## config.mk

```make
export PLATFORM = sky130hd
export DESIGN_NAME = teclado_matricial_flat
export DESIGN_NICKNAME = d
export VERILOG_FILES = /design/src/rtl/teclado_matricial_if.sv /design/src/rtl/teclado_matricial.sv /design/src/flat_wrapper.sv
export SDC_FILE = /design/constraint.sdc
export NUM_CORES = 1
export LEC_CHECK = 0
export BUFFER_PORTS_ARGS = -buffer_cell sky130_fd_sc_hd__buf_2
export CAP_MARGIN = 20
export CORE_MARGIN = 2
export CORE_UTILIZATION = 55
export DETAILED_ROUTE_END_ITERATION = 8
export PLACE_DENSITY = 0.73
export SLEW_MARGIN = 20
export SYNTH_ARGS = -nofsm -noshare
export SYNTH_HDL_FRONTEND = slang
export SYNTH_SLANG_ARGS = --single-unit
```

## constraint.sdc

```tcl
create_clock -name clk -period 4.5 [get_ports clk]
set_input_delay 0.675 -clock clk [delete_from_list [all_inputs] [get_ports clk]]
set_output_delay 0.675 -clock clk [all_outputs]
set_load 0.005 [all_outputs]
```

## src/rtl/teclado_matricial_if.sv

```systemverilog
// Keypad scanner bus: matrix lines, accepted-key outputs and a state debug tap.
// The master side is the scanner; the slave side is the keypad/consumer.
interface teclado_matricial_if;
    logic [3:0] row_in;
    logic [3:0] col_out;
    logic       key_valid;
    logic [3:0] key_code;
    logic       key_bip;
    logic [1:0] state_dbg;

    // key_valid is a one-cycle qualifier for key_code; there is no ready, the consumer must take it.
    modport master (
        input  row_in,
        output col_out,
        output key_valid,
        output key_code,
        output key_bip,
        output state_dbg
    );

    modport slave (
        output row_in,
        input  col_out,
        input  key_valid,
        input  key_code,
        input  key_bip,
        input  state_dbg
    );
endinterface

```

## src/rtl/teclado_matricial.sv

```systemverilog
// 4x4 matrix keypad scanner with row synchroniser, press/release debounce and one pulse per press.
// Optional feedback pulse on key_bip when KEYPAD_BIP_EN is defined.
module teclado_matricial #(
    parameter int SCAN_CYCLES     = 1000,
    parameter int DEBOUNCE_CYCLES = 50000,
    parameter int BIP_CYCLES      = 5000000
) (
    input  logic                 clk,
    input  logic                 rst,
    teclado_matricial_if.master  kp
);

    localparam int MAX_SD = (SCAN_CYCLES > DEBOUNCE_CYCLES) ? SCAN_CYCLES : DEBOUNCE_CYCLES;
    localparam int MAX_P  = (MAX_SD > BIP_CYCLES) ? MAX_SD : BIP_CYCLES;
    localparam int CW     = (MAX_P > 1) ? $clog2(MAX_P) : 1;

    localparam logic [CW-1:0] SCAN_LAST = CW'(SCAN_CYCLES - 1);
    localparam logic [CW-1:0] DEB_LAST  = CW'(DEBOUNCE_CYCLES - 1);

    typedef enum logic [1:0] {
        S_SCAN     = 2'd0,
        S_DEBOUNCE = 2'd1,
        S_HELD     = 2'd2
    } state_t;

    state_t        state_q, state_d;
    logic [1:0]    col_q, col_d;
    logic [1:0]    row_q, row_d;
    logic [CW-1:0] dwell_q, dwell_d;
    logic [CW-1:0] deb_q, deb_d;
    logic [3:0]    sync1_q, sync1_d;
    logic [3:0]    rows_s_q, rows_s_d;
    logic          key_valid_q, key_valid_d;
    logic [3:0]    key_code_q, key_code_d;

    logic [2:0]    row_hit;
    logic [3:0]    row_pattern;

    // Returns {valid, row index}; valid only when exactly one row is pulled low.
    function automatic logic [2:0] decode_row(input logic [3:0] rows);
        case (rows)
            4'b1110: decode_row = {1'b1, 2'd0};
            4'b1101: decode_row = {1'b1, 2'd1};
            4'b1011: decode_row = {1'b1, 2'd2};
            4'b0111: decode_row = {1'b1, 2'd3};
            default: decode_row = 3'b000;
        endcase
    endfunction

    function automatic logic [3:0] map_key(input logic [1:0] r, input logic [1:0] c);
        case ({r, c})
            4'h0: map_key = 4'h1;
            4'h1: map_key = 4'h2;
            4'h2: map_key = 4'h3;
            4'h3: map_key = 4'hA;
            4'h4: map_key = 4'h4;
            4'h5: map_key = 4'h5;
            4'h6: map_key = 4'h6;
            4'h7: map_key = 4'hB;
            4'h8: map_key = 4'h7;
            4'h9: map_key = 4'h8;
            4'hA: map_key = 4'h9;
            4'hB: map_key = 4'hC;
            4'hC: map_key = 4'hE;
            4'hD: map_key = 4'h0;
            4'hE: map_key = 4'hF;
            default: map_key = 4'hD;
        endcase
    endfunction

    assign row_hit     = decode_row(rows_s_q);
    assign row_pattern = ~(4'b0001 << row_q);

    always_comb begin
        state_d     = state_q;
        col_d       = col_q;
        row_d       = row_q;
        dwell_d     = dwell_q;
        deb_d       = deb_q;
        sync1_d     = kp.row_in;
        rows_s_d    = sync1_q;
        key_valid_d = 1'b0;
        key_code_d  = key_code_q;

        case (state_q)
            S_SCAN: begin
                if (dwell_q == SCAN_LAST) begin
                    dwell_d = '0;
                    if (row_hit[2]) begin
                        row_d   = row_hit[1:0];
                        deb_d   = '0;
                        state_d = S_DEBOUNCE;
                    end else begin
                        col_d = col_q + 2'd1;
                    end
                end else begin
                    dwell_d = dwell_q + 1'b1;
                end
            end
            S_DEBOUNCE: begin
                if (rows_s_q == row_pattern) begin
                    if (deb_q == DEB_LAST) begin
                        key_valid_d = 1'b1;
                        key_code_d  = map_key(row_q, col_q);
                        deb_d       = '0;
                        state_d     = S_HELD;
                    end else begin
                        deb_d = deb_q + 1'b1;
                    end
                end else begin
                    col_d   = col_q + 2'd1;
                    dwell_d = '0;
                    state_d = S_SCAN;
                end
            end
            S_HELD: begin
                // Only the held column is driven, so keys on other columns are invisible here.
                if (rows_s_q == 4'hF) begin
                    if (deb_q == DEB_LAST) begin
                        deb_d   = '0;
                        dwell_d = '0;
                        col_d   = col_q + 2'd1;
                        state_d = S_SCAN;
                    end else begin
                        deb_d = deb_q + 1'b1;
                    end
                end else begin
                    deb_d = '0;
                end
            end
            default: begin
                state_d = S_SCAN;
                dwell_d = '0;
                deb_d   = '0;
            end
        endcase
    end

    always_ff @(posedge clk or negedge rst) begin
        if (!rst) begin
            state_q     <= S_SCAN;
            col_q       <= 2'd0;
            row_q       <= 2'd0;
            dwell_q     <= '0;
            deb_q       <= '0;
            sync1_q     <= 4'hF;
            rows_s_q    <= 4'hF;
            key_valid_q <= 1'b0;
            key_code_q  <= 4'h0;
        end else begin
            state_q     <= state_d;
            col_q       <= col_d;
            row_q       <= row_d;
            dwell_q     <= dwell_d;
            deb_q       <= deb_d;
            sync1_q     <= sync1_d;
            rows_s_q    <= rows_s_d;
            key_valid_q <= key_valid_d;
            key_code_q  <= key_code_d;
        end
    end

`ifdef KEYPAD_BIP_EN
    localparam logic [CW-1:0] BIP_LAST = CW'(BIP_CYCLES - 1);

    logic          bip_q, bip_d;
    logic [CW-1:0] bip_cnt_q, bip_cnt_d;

    always_comb begin
        bip_d     = bip_q;
        bip_cnt_d = bip_cnt_q;
        if (key_valid_d) begin
            bip_d     = 1'b1;
            bip_cnt_d = '0;
        end else if (bip_q) begin
            if (bip_cnt_q == BIP_LAST) begin
                bip_d = 1'b0;
            end else begin
                bip_cnt_d = bip_cnt_q + 1'b1;
            end
        end
    end

    always_ff @(posedge clk or negedge rst) begin
        if (!rst) begin
            bip_q     <= 1'b0;
            bip_cnt_q <= '0;
        end else begin
            bip_q     <= bip_d;
            bip_cnt_q <= bip_cnt_d;
        end
    end

    assign kp.key_bip = bip_q;
`else
    assign kp.key_bip = 1'b0;
`endif

    assign kp.col_out   = ~(4'b0001 << col_q);
    assign kp.key_valid = key_valid_q;
    assign kp.key_code  = key_code_q;
    assign kp.state_dbg = state_q;

endmodule
```

## src/flat_wrapper.sv

```systemverilog
// flat-port wrapper written by rule: the top's interface ports become plain ports
module teclado_matricial_flat 
#(
    parameter int SCAN_CYCLES     = 1000,
    parameter int DEBOUNCE_CYCLES = 50000,
    parameter int BIP_CYCLES      = 5000000
)
  (clk, rst, kp_row_in, kp_col_out, kp_key_valid, kp_key_code, kp_key_bip, kp_state_dbg);
  teclado_matricial_if kp_i ();
  input  logic clk;
  input  logic rst;
  input wire logic [$bits(kp_i.row_in)-1:0] kp_row_in;
  output wire logic [$bits(kp_i.col_out)-1:0] kp_col_out;
  output wire logic [$bits(kp_i.key_valid)-1:0] kp_key_valid;
  output wire logic [$bits(kp_i.key_code)-1:0] kp_key_code;
  output wire logic [$bits(kp_i.key_bip)-1:0] kp_key_bip;
  output wire logic [$bits(kp_i.state_dbg)-1:0] kp_state_dbg;
  assign kp_i.row_in = kp_row_in;
  assign kp_col_out = kp_i.col_out;
  assign kp_key_valid = kp_i.key_valid;
  assign kp_key_code = kp_i.key_code;
  assign kp_key_bip = kp_i.key_bip;
  assign kp_state_dbg = kp_i.state_dbg;
  teclado_matricial #(.SCAN_CYCLES(SCAN_CYCLES), .DEBOUNCE_CYCLES(DEBOUNCE_CYCLES), .BIP_CYCLES(BIP_CYCLES)) u_core (.clk(clk), .rst(rst), .kp(kp_i));
endmodule
```

# Word level (Yosys, flattened, before mapping)
# Memory sizes are Yosys's and may differ from the RTL's. A register that Yosys moved wholly into a read port is not among the register bits.
# Cells that the tools add are included.
# totals
mem_bits_ro	64
n_memories	1
output_inout_bits	12
regBits	61
elab_cells	71
# classes
add_sub_neg	3
shifts	2
muxes	28
bitwise	2
n_reduce_logical	9
n_eq_ne	18
# memory_table
memory	depth	word_bits	read_ports	rd_clocked_by_memory_dff	write_ports	line	text
(no name shown)	16	4	1	1	0	teclado_matricial.sv:51	case ({r, c})
# ops
cell	count
$mux W23	9
$pmux W23 S3	2
$add A23 B1 Y23 const B	2
$eq A23 B10 Y1 const B	1
$eq A23 B16 Y1 const B	1
$mux W2	11
$eq A4 B4 Y1 const B	4
$pmux W2 S3	2
$pmux W3 S4	1
$reduce_and A3 Y1	4
$ne A2 B1 Y1 const B	5
$not A4 Y4	2
$shl A1 B2 Y4 const A	2
$reduce_and A6 Y1	1
$reduce_and A5 Y1	1
$eq A4 B3 Y1 const B	1
$eq A4 B4 Y1	1
$ne A2 B2 Y1 const B	2
$mux W1	3
$ne A3 B3 Y1 const B	1
$reduce_bool A3 Y1	1
$add A2 B1 Y2 const B	1
$eq A2 B1 Y1 const B	1
$eq A2 B2 Y1 const B	1
other kinds (2)	2

# Longest topological paths before layout
# logic_depth
depth_word	5
depth_mapped	9
ltp_nobuf	8

# Least setup slack after synthesis
# OpenSTA, ideal clock, no wires.
# synth_timing
path_type	register to register
start	register u_core.rows_s_q[1]
end	register u_core.deb_q[13]
path_buffers	3
slack_ns	2.278
synth_period_minus_slack_ns	2.222
t_arrival_ns	2.126
path_stages_with_launch	10
setup_time_ns	0.095
cell_sequence	dfstp_2 buf_2 or3b_1 a211oi_2 or3b_4 nand2_4 or2_1 buf_6 buf_8 o31ai_1
# synth_via
elab_chain_cells	4
# synth_rtl
item	line	text
start: declaration	teclado_matricial.sv:32	logic [3:0] rows_s_q, rows_s_d;
start signal: assignment	teclado_matricial.sv:157	rows_s_q <= rows_s_d;
$eq A4 B3 Y1 / $eq A4 B4 Y1 (equally long branches)	teclado_matricial.sv:41	case (rows)
$pmux W3 S4	teclado_matricial.sv:41	
$ne A2 B1 Y1 (no source line)	--	
$reduce_and A3 Y1 (no source line)	--	
end signal: assignment	teclado_matricial.sv:145	deb_q <= '0;
end signal: assignment	teclado_matricial.sv:155	deb_q <= deb_d;
end: declaration	teclado_matricial.sv:30	logic [CW-1:0] deb_q, deb_d;
# Several ways; a longest one is shown, not always the timed one.
# A chain may end at the register's enable or synchronous reset.

# Worst setup path after layout
# layout_timing
start	register u_core.deb_q[0]
end	register u_core.dwell_q[17]
# layout_via
elab_chain_cells	3
# layout_rtl
item	line	text
$eq A23 B16 Y1	teclado_matricial.sv:119	if (deb_q == DEB_LAST) begin
$ne A2 B1 Y1 (no source line)	--	
$reduce_and A3 Y1 (no source line)	--	
end signal: assignment	teclado_matricial.sv:154	dwell_q <= dwell_d;
end: declaration	teclado_matricial.sv:29	logic [CW-1:0] dwell_q, dwell_d;
# No other way between the ends.

==> metrics list <==
- The number of placed instances, taps included, is 516.
- Power consumption: 1286 uW
- Delay contributed by the slowest stage of the critical path: 0.62 ns
- Layout area overhead: 9.443%
* DRC violation total after the first TritonRoute iteration: 271
- In the global route stage, overall resource usage came out at 23.42%.
* DP HPWL: 5474 um
* DIE AREA: 7671 sq um
* Fraction of the cycle the final worst path needs: 63.63%
* Highest-delay cell along the critical path: or2_1
- For flop-to-flop paths, the worst setup slack is 1.64 ns.
- Setup repair after global routing left no endpoint under its margin.
- The initial antenna violation count is 0.
- In the routed layout, each cell is associated on average with a via count of 6.030.
- The most critical setup path has its startpoint at u_core.deb_q[0].
- First-pass detailed-route iteration total: 5
* Sinks on the clock net: 65
- Number of nets in the finished design: 449
* Post-synthesis cell area: 3842 sq um
- Die Height: 87.59 um
* Reg-to-Reg End: u_core.dwell_q[17]
- The floorplan step defined a core boundary enclosing 6794 sq um.
- Most instantiated flip-flop cell in the synthesis netlist: dfrtp_1
- Together, buffers and inverters on the worst path number 0.
- The final number of hold-violating endpoints is 0.
* Min-Delay Path Class: reg2reg
- The worst-case IR drop observed on VDD is 0.1703 mV.
- Sum of negative setup slack: 0 ns
- Post-synthesis cell count: 423
- Of the post-synthesis cell area, the dominant cell type holds 37.12%.
- The later pin in the worst-skew pair is clocked with a latency of 0.36 ns.
* Routability Congestion: 0.8700
* Row count: 30
* Crit. path cell count: 7
- Startpoint of the most critical register-to-register path: u_core.deb_q[0]
- The number of setup buffers added after CTS is 0.
- The number of antenna diodes in the final layout is 0.
- Counting every net in the synthesized netlist gives 441.
- Flops & latches, synth: 65
* Crit path time final: 2.863 ns
- On the final layout, the worst clock skew is 0.01788 ns.
* CTS hold repair buffers: 0
- Tightest Pin Transition: 0.7793 ns
* Fraction of final layout cells sized beyond drive strength 1: 14.91%
* Count of pins over their slew limit: 0
- In this run the tool buffered the top-level ports with 16 buffer cells.
- Ports placed on the boundary: 18
* Data arrival, critical path: 3.11 ns
- Largest net degree at the start of global routing: 35
- The longest clock path from root to sink contains 2 buffers.
* LEAKAGE: 0.001686 uW
- Counting flops with a built-in enable in the synthesized netlist gives 0.
- Crit path cell chain: ha_1 > nand4b_1 > nand3b_1 > o21ai_2 > nand2_2 > or2_1 > o41ai_1
- The top cell types in the final layout, fill and taps aside, are 57 x dfrtp_1, 52 x o21ai_0, 35 x nor2_1, 32 x nand2_1.
- In this run the clock root is driven by a clkbuf_8.
- Share of flip-flops with an asynchronous set or reset after synthesis: 100.0%
- Per report_power, the sequential group accounts for 46.3% of the total.
- Area post-placement: 3939 sq um
- Cells taking the most area after synthesis: dfrtp_1 37%, o21ai_0 6.9%, dfstp_2 5.5%
- For this configuration, the core starts out at a cell density of 56.56%.
- Max-slew headroom: 48.04%
* NetSw: 264.7 uW
- Clock buffers created by TritonCTS: 9
- Kind of capture point of the worst setup path: flip-flop
- Area of all placed cells without fillers: 4205 sq um
- Sequential elements use 42.59% of the synthesized area.
* TritonCTS clock tree: done
- Setup violations remaining at the end of the flow were counted as 0.
* Overflow left after global routing: 0
- Of all nets on the critical path, the largest fanout is 25.
- The floorplan step set the die width to 87.59 um.
- After clock tree synthesis, the clock-pin slew on the worst setup and hold paths is 0.07 ns.
- Run status: finished clean
* Via count: 3208
- Measured in cells, the most critical reg-to-reg path has a length of 7.
- Cell family contributing the most delay on the critical path: simple AND/OR/NAND/NOR gates
- Average size of a mapped cell: 9.084 sq um
* H-tree Lvls: 3
- For this run, design rule violations remaining after detail routing come to 0.
- Biggest area consumer among synthesized cells: dfrtp_1
* Post-cts resize count: 0
* Mean routed wirelength per cell: 15.55 um
* Leading cell type in the layout, fill and taps excluded: dfrtp_1
- The number of global-route vias before repair was 2985.
* Highest attainable clock frequency: 0.3492 GHz
- Antenna-violating nets left: 0
- Count of max-cap constraint violations: 0
* Warning count from the yosys run: 0
* Global-route wire length before repair: 14190 um
* Critical path class: reg2reg
- The netlist uses 64 different library cells.
- Critical path endpoint: u_core.dwell_q[17]
- Excluding fillers, the count of instances in the completed layout stands at 532.
* Worst EP required: 4.74 ns
* Power share of the combinational group: 1.7%
- Cell internal pwr: 1022 uW
- Hold Crit Start: u_core.rows_s_d[1]
- Power spread over the standard cell area amounts to 305.9 nW/um^2.
- Clock share of power: 52.0%
- For this block, the routed nets add up to 8270 um of wire.
- Category of the worst setup path launch point: flip-flop
- Of the total power, the share spent switching nets is 20.57%.
[per-stage QoR]
stage | utilization [%] | hold slack [ns] | setup WS (ns)
after floorplan | - | 0.3452 | 2.278
after global placement | 57.97 | 0.3464 | 1.764
after detailed placement | 57.97 | 0.3490 | 1.657
after CTS | 61.90 | 0.3598 | 1.664
after global routing | 61.90 | 0.3621 | 1.346
final | 61.90 | 0.3591 | 1.637
[flip-flops by register name, summed over array words and instances (netlist names)]
signal               flops
u_core.rows_s_d          4
u_core.deb_q            23
u_core.rows_s_q          4
u_core.kp.key_valid      1
u_core.kp.state_dbg      2
u_core.row_q             2
u_core.kp.key_code       4
u_core.col_q             2
u_core.dwell_q          23
[layer usage]
layer / routed length (um) / track usage [%]
met2: 3961 / 37.40
met3: 316 / 3.582
met5: 0 / 0
met4: 131 / 9.790
met1: 3860 / 31.94
[worst min-delay path by stage]
stage / end / slack [ns] / cells after the start
floorplan: u_core.rows_s_q[0] / 0.35 / 0
global placement: u_core.rows_s_q[0] / 0.35 / 0
detailed placement: u_core.rows_s_q[1] / 0.35 / 0
CTS: u_core.rows_s_q[1] / 0.36 / 0
global route: u_core.rows_s_q[0] / 0.36 / 0
finish: u_core.rows_s_q[1] / 0.36 / 0
[synth_stat cells (all sizes together), types with 2 or more instances]
cell type	count
ha	12
o21ai	56
o21bai	2
a22o	4
a31oi	9
nand3	21
clkbuf	12
or3b	3
a211oi	3
nand2	34
o211ai	3
nor3	8
nand2b	8
o21ba	3
buf	10
xnor2	2
and3	11
nor2b	7
inv	13
nand4b	4
or2	4
and2	3
nand3b	5
nor2	35
dfstp	8
a21o	2
o41ai	10
o31ai	22
mux2i	2
nand4	9
and4	2
dfrtp	57
nor4	14
mux2	3
a21oi	9
[kinds of logic after synthesis]
family	count (synthesis)	share of synthesized area [%]
xor+xnor	3	0.6839
fa+ha+maj	12	3.907
simple gates	174	24.91
mux	5	1.400
buf+inv	35	4.559
other cells	1	0.09759
compound gates	128	21.85
flops	65	42.59
[final cells by class]
type / count / area (sq um)
Timing Repair Buffer: 19 / 102.6
Tap cell: 96 / 120.1
Clock inverter: 7 / 142.6
Fill cell: 565 / 2589
Multi-Input combinational cell: 323 / 2031
Sequential cell: 65 / 1637
Inverter: 13 / 48.80
Clock buffer: 9 / 123.9
[power groups by stage]
stage               Sequential, uW  Clock, uW  Combinational, uW
floorplan                      603          0               11.4
global placement               606          0               22.9
CTS                            595        678               23.5
finish                         595        669               22.4
global route                   596        707               26.3
detailed placement             606          0               23.5
(Power assumes the default switching activity.)
